<file path="src/rtl/umi_pwr_pkg.sv">
// Shared power-sequencing state encoding for switchable UMI domains.
package umi_pwr_pkg;

  localparam logic [2:0] PWR_OFF_ENC    = 3'd0;
  localparam logic [2:0] PWR_PWRUP_ENC  = 3'd1;
  localparam logic [2:0] PWR_SETTLE_ENC = 3'd2;
  localparam logic [2:0] PWR_ON_ENC     = 3'd3;
  localparam logic [2:0] PWR_DRAIN_ENC  = 3'd4;
  localparam logic [2:0] PWR_ISO_ENC    = 3'd5;

  typedef enum logic [2:0] {
    PWR_OFF    = PWR_OFF_ENC,
    PWR_PWRUP  = PWR_PWRUP_ENC,
    PWR_SETTLE = PWR_SETTLE_ENC,
    PWR_ON     = PWR_ON_ENC,
    PWR_DRAIN  = PWR_DRAIN_ENC,
    PWR_ISO    = PWR_ISO_ENC
  } pwr_state_e;

  function automatic int pwr_max(input int a, input int b);
    return (a > b) ? a : b;
  endfunction

endpackage

</file>
<file path="src/rtl/umi_isolate_ctrl.sv">
// Power sequencer for a switchable UMI domain: drives the power switch and
// isolation clamps and gates the request channel so packets are never cut.
module umi_isolate_ctrl
  import umi_pwr_pkg::*;
#(
  parameter int CW            = 32,
  parameter int AW            = 64,
  parameter int DW            = 256,
  parameter int IDLE_CYCLES   = 8,
  parameter int SETTLE_CYCLES = 16
) (
  input  logic          clk,
  input  logic          nreset,
  input  logic          pwr_on_req,
  output logic          pwr_ack,
  output logic          pwr_fault,
  output logic          pwr_en,
  input  logic          pwr_good,
  output logic          isolate,
  input  logic          umi_in_valid,
  input  logic [CW-1:0] umi_in_cmd,
  input  logic [AW-1:0] umi_in_dstaddr,
  input  logic [AW-1:0] umi_in_srcaddr,
  input  logic [DW-1:0] umi_in_data,
  output logic          umi_in_ready,
  output logic          umi_out_valid,
  output logic [CW-1:0] umi_out_cmd,
  output logic [AW-1:0] umi_out_dstaddr,
  output logic [AW-1:0] umi_out_srcaddr,
  output logic [DW-1:0] umi_out_data,
  input  logic          umi_out_ready,
  input  logic          umi_resp_valid
);

  localparam int CNT_W = $clog2(pwr_max(IDLE_CYCLES, SETTLE_CYCLES) + 1);
  localparam logic [CNT_W-1:0] SETTLE_LAST = CNT_W'(SETTLE_CYCLES - 1);
  localparam logic [CNT_W-1:0] IDLE_LAST   = CNT_W'(IDLE_CYCLES - 1);
  localparam logic [CNT_W-1:0] CNT_MAX     = '1;

  pwr_state_e       state_q, state_d;
  logic [CNT_W-1:0] cnt_q, cnt_d, cnt_inc;
  logic             fault_q, fault_d;
  logic             isolate_q, pwr_en_q, ack_q;
  logic             path_open, stall;

  // Request channel is a pure pass-through while ON and closed otherwise.
  assign path_open       = (state_q == PWR_ON);
  assign umi_out_valid   = path_open & umi_in_valid;
  assign umi_in_ready    = path_open & umi_out_ready;
  assign umi_out_cmd     = umi_in_cmd;
  assign umi_out_dstaddr = umi_in_dstaddr;
  assign umi_out_srcaddr = umi_in_srcaddr;
  assign umi_out_data    = umi_in_data;
  assign stall           = umi_out_valid & ~umi_out_ready;

  assign cnt_inc = (cnt_q == CNT_MAX) ? cnt_q : cnt_q + 1'b1;

  // Next-state, counter and fault decode.
  always_comb begin
    state_d = state_q;
    cnt_d   = cnt_q;
    fault_d = fault_q;
    case (state_q)
      PWR_OFF: if (pwr_on_req) state_d = PWR_PWRUP;
      PWR_PWRUP: begin
        if (!pwr_on_req) state_d = PWR_OFF;
        else if (pwr_good) begin
          state_d = PWR_SETTLE;
          cnt_d   = '0;
        end
      end
      PWR_SETTLE: begin
        cnt_d = cnt_inc;
        if (!pwr_on_req) state_d = PWR_OFF;
        // Rail lost before release: re-wait for pwr_good so isolation only
        // ever drops on a good rail.
        else if (!pwr_good) state_d = PWR_PWRUP;
        else if (cnt_q == SETTLE_LAST) state_d = PWR_ON;
      end
      PWR_ON: begin
        if (!pwr_good) begin
          state_d = PWR_OFF;
          fault_d = 1'b1;
        end else if (!pwr_on_req && !stall) begin
          // A stalled beat keeps us here so valid never drops mid-transfer.
          state_d = PWR_DRAIN;
          cnt_d   = '0;
        end
      end
      PWR_DRAIN: begin
        cnt_d = umi_resp_valid ? '0 : cnt_inc;
        if (pwr_on_req) state_d = PWR_ON;
        else if (!umi_resp_valid && cnt_q == IDLE_LAST) state_d = PWR_ISO;
      end
      PWR_ISO: state_d = PWR_OFF;
      default: state_d = PWR_OFF;
    endcase
    if (!pwr_on_req) fault_d = 1'b0;
  end

  // State register with outputs decoded from the next state.
  always_ff @(posedge clk or negedge nreset) begin
    if (!nreset) begin
      state_q   <= PWR_OFF;
      cnt_q     <= '0;
      fault_q   <= 1'b0;
      isolate_q <= 1'b1;
      pwr_en_q  <= 1'b0;
      ack_q     <= 1'b1;
    end else begin
      state_q   <= state_d;
      cnt_q     <= cnt_d;
      fault_q   <= fault_d;
      isolate_q <= !((state_d == PWR_ON) || (state_d == PWR_DRAIN));
      pwr_en_q  <= (state_d != PWR_OFF);
      ack_q     <= ((state_d == PWR_ON) & pwr_on_req) |
                   ((state_d == PWR_OFF) & ~pwr_on_req);
    end
  end

  assign isolate   = isolate_q;
  assign pwr_en    = pwr_en_q;
  assign pwr_ack   = ack_q;
  assign pwr_fault = fault_q;

endmodule

</file>
<file path="config.mk">
export PLATFORM = sky130hd
export DESIGN_NAME = umi_isolate_ctrl
export DESIGN_NICKNAME = d
export VERILOG_FILES = /design/src/rtl/umi_pwr_pkg.sv /design/src/rtl/umi_isolate_ctrl.sv
export SDC_FILE = /design/constraint.sdc
export NUM_CORES = 1
export LEC_CHECK = 0
export ABC_AREA = 1
export CAP_MARGIN = 20
export CORE_AREA = 5 5 330 332
export CTS_CLUSTER_DIAMETER = 60
export CTS_CLUSTER_SIZE = 30
export DETAILED_ROUTE_END_ITERATION = 12
export DIE_AREA = 0 0 335 337
export DONT_BUFFER_PORTS = 1
export PLACE_DENSITY = 0.3
export SLEW_MARGIN = 20
export SYNTH_ARGS = -nofsm -noshare
export SYNTH_HDL_FRONTEND = slang
export SYNTH_SLANG_ARGS = --single-unit
</file>
<file path="constraint.sdc">
create_clock -name clk -period 2 [get_ports clk]
set_input_delay 0.4 -clock clk [delete_from_list [all_inputs] [get_ports clk]]
set_output_delay 0.4 -clock clk [all_outputs]
set_load 0.005 [all_outputs]
</file>
==> flow_metrics.tcl <==
set metrics [dict create \
    syn-num-nets 945 \
    ys_warn_count 0 \
    synth_cell_types 26 \
    power_w 0.00101 \
    fin_crit_sh_pct 83.0 \
    r2r-start "cnt_q[0]" \
    final_common_cell "nand2_1" \
    synthCells 521 \
    htreeDepth 1 \
    worst_setup_path_start_kind "flip-flop" \
    die_y_microns 337 \
    synth_top_area_cell "buf_4" \
    syn_to_final_growth_pct -32.2 \
    routed_wl_mm 14.7 \
    synth_seq_cells 12 \
    fin_cells 1513 \
    crit_chain "nand2_2 -> nor2_4 -> inv_2 -> nor2_1" \
    setup_viol 0 \
    start_util_pct 3.72 \
    seq_area_sq_um 303 \
    crit_path_top_delay_cell "dfrtp_1" \
    clk_pin_slew_ns 0.05 \
    antenna_found_initial 0 \
    grt_max_degree 13 \
    wl_per_cell_microns 9.71 \
    hpwlAfterDp_mm 12.9 \
    dp.cells 1508 \
    place.gp.congestion 0.598 \
    rsz0062_at_grt "no" \
    finalWorstSetupSlack_ns 0.340 \
    fillers 12762 \
    hold_class "in -> reg" \
    regToRegSetupSlack_ns 0.46 \
    viasPerCell 0.891 \
    die_area_sq_um 113000 \
    io_buffer_count 0 \
    rr_worst_depth 9 \
    drc 0 \
    layout_common_cells "nand2_1 (22), nor2_1 (13), inv_1 (10), dfrtp_1 (10), nand3_1 (8)" \
    drt_iter0_drc 38 \
    cts_made_buffers 3 \
    synth_top_area_share_pct 79.2 \
    drv_cap 0 \
    core-area_sq_um 106000 \
    powerDensity_nw_per_um2 379 \
    grt_pass1_vias 1495 \
    worstMarginPinSlew_ns 0.600 \
    ys_seq_area_share_pct 7.68 \
    final_hold_viol_count 0 \
    leakage_nw 0.461 \
    cp.required_ns 1.60 \
    synth.cell_area_sq_um 3940 \
    clock-root-buffer "clkbuf_16" \
    clk_latency_ns 0.24 \
    syn_avg_cell_area_sq_um 7.56 \
    cp.arrival_ns 1.26 \
    grtUsageTotal_pct 2.38 \
    multiInputGateArea_sq_um 455 \
    final_nets 535 \
    num_rows 120 \
    slew_headroom_pct 59.9 \
    path_class "reg -> out" \
    holdPathStages 1 \
    cts_tree "yes" \
    period_needed_ns 1.66 \
    cp-end-kind "output pin" \
    grt_pass1_wl_mm 16.9 \
    die_w_microns 335 \
    drv_slew 0 \
    worstPathMaxFanout 6 \
    cts-resized-gates 0 \
    setup_tns_ns 0 \
    slowest_delay_ns 0.44 \
    rr_endpoint "cnt_q[1]" \
    drive_gt1_share_pct 24.5 \
    grt_overflow 0 \
    dr_total_vias 1348 \
    ant_nets 0 \
    synth_area_leaders "buf_4 (79%), dfrtp_1 (6.3%), nand2_1 (2.1%)" \
    cp_top_family "simple AND/OR/NAND/NOR gates" \
    pre_cts_slack_ns 0.461 \
    cts_max_path_buffers 2 \
    ir_worst_vdd_mv 0.458 \
    min_to "state_q[2]" \
    status "finished, final reports clean" \
    crit_buf_inv 1 \
    diodes 0 \
    clock-sinks 12 \
    max_freq_ghz 0.602 \
    finClkSkew_ns 0.00401 \
    dr.pass1.iters 4 \
    hold_start "pwr_on_req" \
    ioPinCount 845 \
]
-- stage by stage --
stage | instance area [sq um] | utilization [%] | hold WS [ns]
6_report | 2670 | 2.52 | 0.218
5_1_grt | 2670 | 2.52 | 0.215
4_1_cts | 2670 | 2.52 | 0.232
3_5_place_dp | 2570 | 2.43 | 0.105
3_3_place_gp | 2570 | 2.43 | 0.105
2_1_floorplan | 3940 | - | 0.104
-- layout make-up --
type,instances,area share (%)
tap,1403,65.7
clock buffer,4,3.32
inverter,16,2.25
sequential,12,11.3
timing repair buffer,1,0.375
multi-input combinational,77,17.0
-- logic make-up (layout without fill, tap and decap cells) --
group / count (synthesis) / in the layout / synth area share (%)
buf+inv: 432 / 21 / 80.8
simple gates: 61 / 61 / 8.83
compound gates: 14 / 14 / 2.19
flops: 12 / 12 / 7.68
fa+ha+maj: 1 / 1 / 0.317
xor+xnor: 1 / 1 / 0.222
-- how the worst max path moves through the flow --
stage                from       endpoint  slack [ns]  cells after the start
2_1_floorplan    cnt_q[0]       cnt_q[0]        0.62                      8
3_3_place_gp     cnt_q[0]       cnt_q[1]        0.44                      9
3_5_place_dp     cnt_q[0]       cnt_q[1]        0.46                      9
4_1_cts        state_q[0]  umi_out_valid        0.29                      4
5_1_grt          cnt_q[0]       cnt_q[1]        0.20                      9
6_report       state_q[0]  umi_out_valid        0.34                      4
-- per-layer routing --
| metal | share of wire (%) | GRT usage, % | up-vias |
|---|---|---|---|
| met5 | 0 | 0 | - |
| met4 | 14 | 3.08 | 0 |
| met3 | 28 | 3.03 | 184 |
| met2 | 36 | 2.80 | 331 |
| met1 | 22 | 1.57 | 485 |
| li1 | - | - | 348 |
-- cells in the mapped netlist --
| library cell | instances |
|---|---|
| a21oi_1 | 6 |
| a21oi_4 | 1 |
| buf_4 | 416 |
| clkinv_1 | 1 |
| dfrtp_1 | 10 |
| dfstp_2 | 2 |
| ha_1 | 1 |
| inv_1 | 10 |
| inv_2 | 5 |
| nand2_1 | 22 |
| nand2_2 | 5 |
| nand2_4 | 1 |
| nand3_1 | 8 |
| nand3_2 | 3 |
| nand3_4 | 2 |
| nand3b_1 | 1 |
| nand4_1 | 2 |
| nor2_1 | 13 |
| nor2_2 | 1 |
| nor2_4 | 2 |
| nor2_8 | 1 |
| o211ai_1 | 1 |
| o21a_1 | 1 |
| o21ai_0 | 2 |
| o21ai_1 | 3 |
| xnor2_1 | 1 |
-- flip-flops by register name, summed over array words and instances (netlist names) --
signal / flops
state_q: 3
isolate: 1
pwr_fault: 1
cnt_q: 5
pwr_ack: 1
pwr_en: 1
-- report_power, final --
group / internal [W] / switching (W) / total [W]
registers: 0.000289 / 0.0000828 / 0.000372
logic: 0.0000830 / 0.000135 / 0.000218
clock network: 0.000303 / 0.000120 / 0.000423
total: 0.000675 / 0.000338 / 0.00101
-- timing repair --
item	in CTS	in global routing
buffers inserted	0	0
hold buffers	1	0
endpoints found under the hold margin	12	0
No activity file was read; power rests on OpenSTA's default activity.
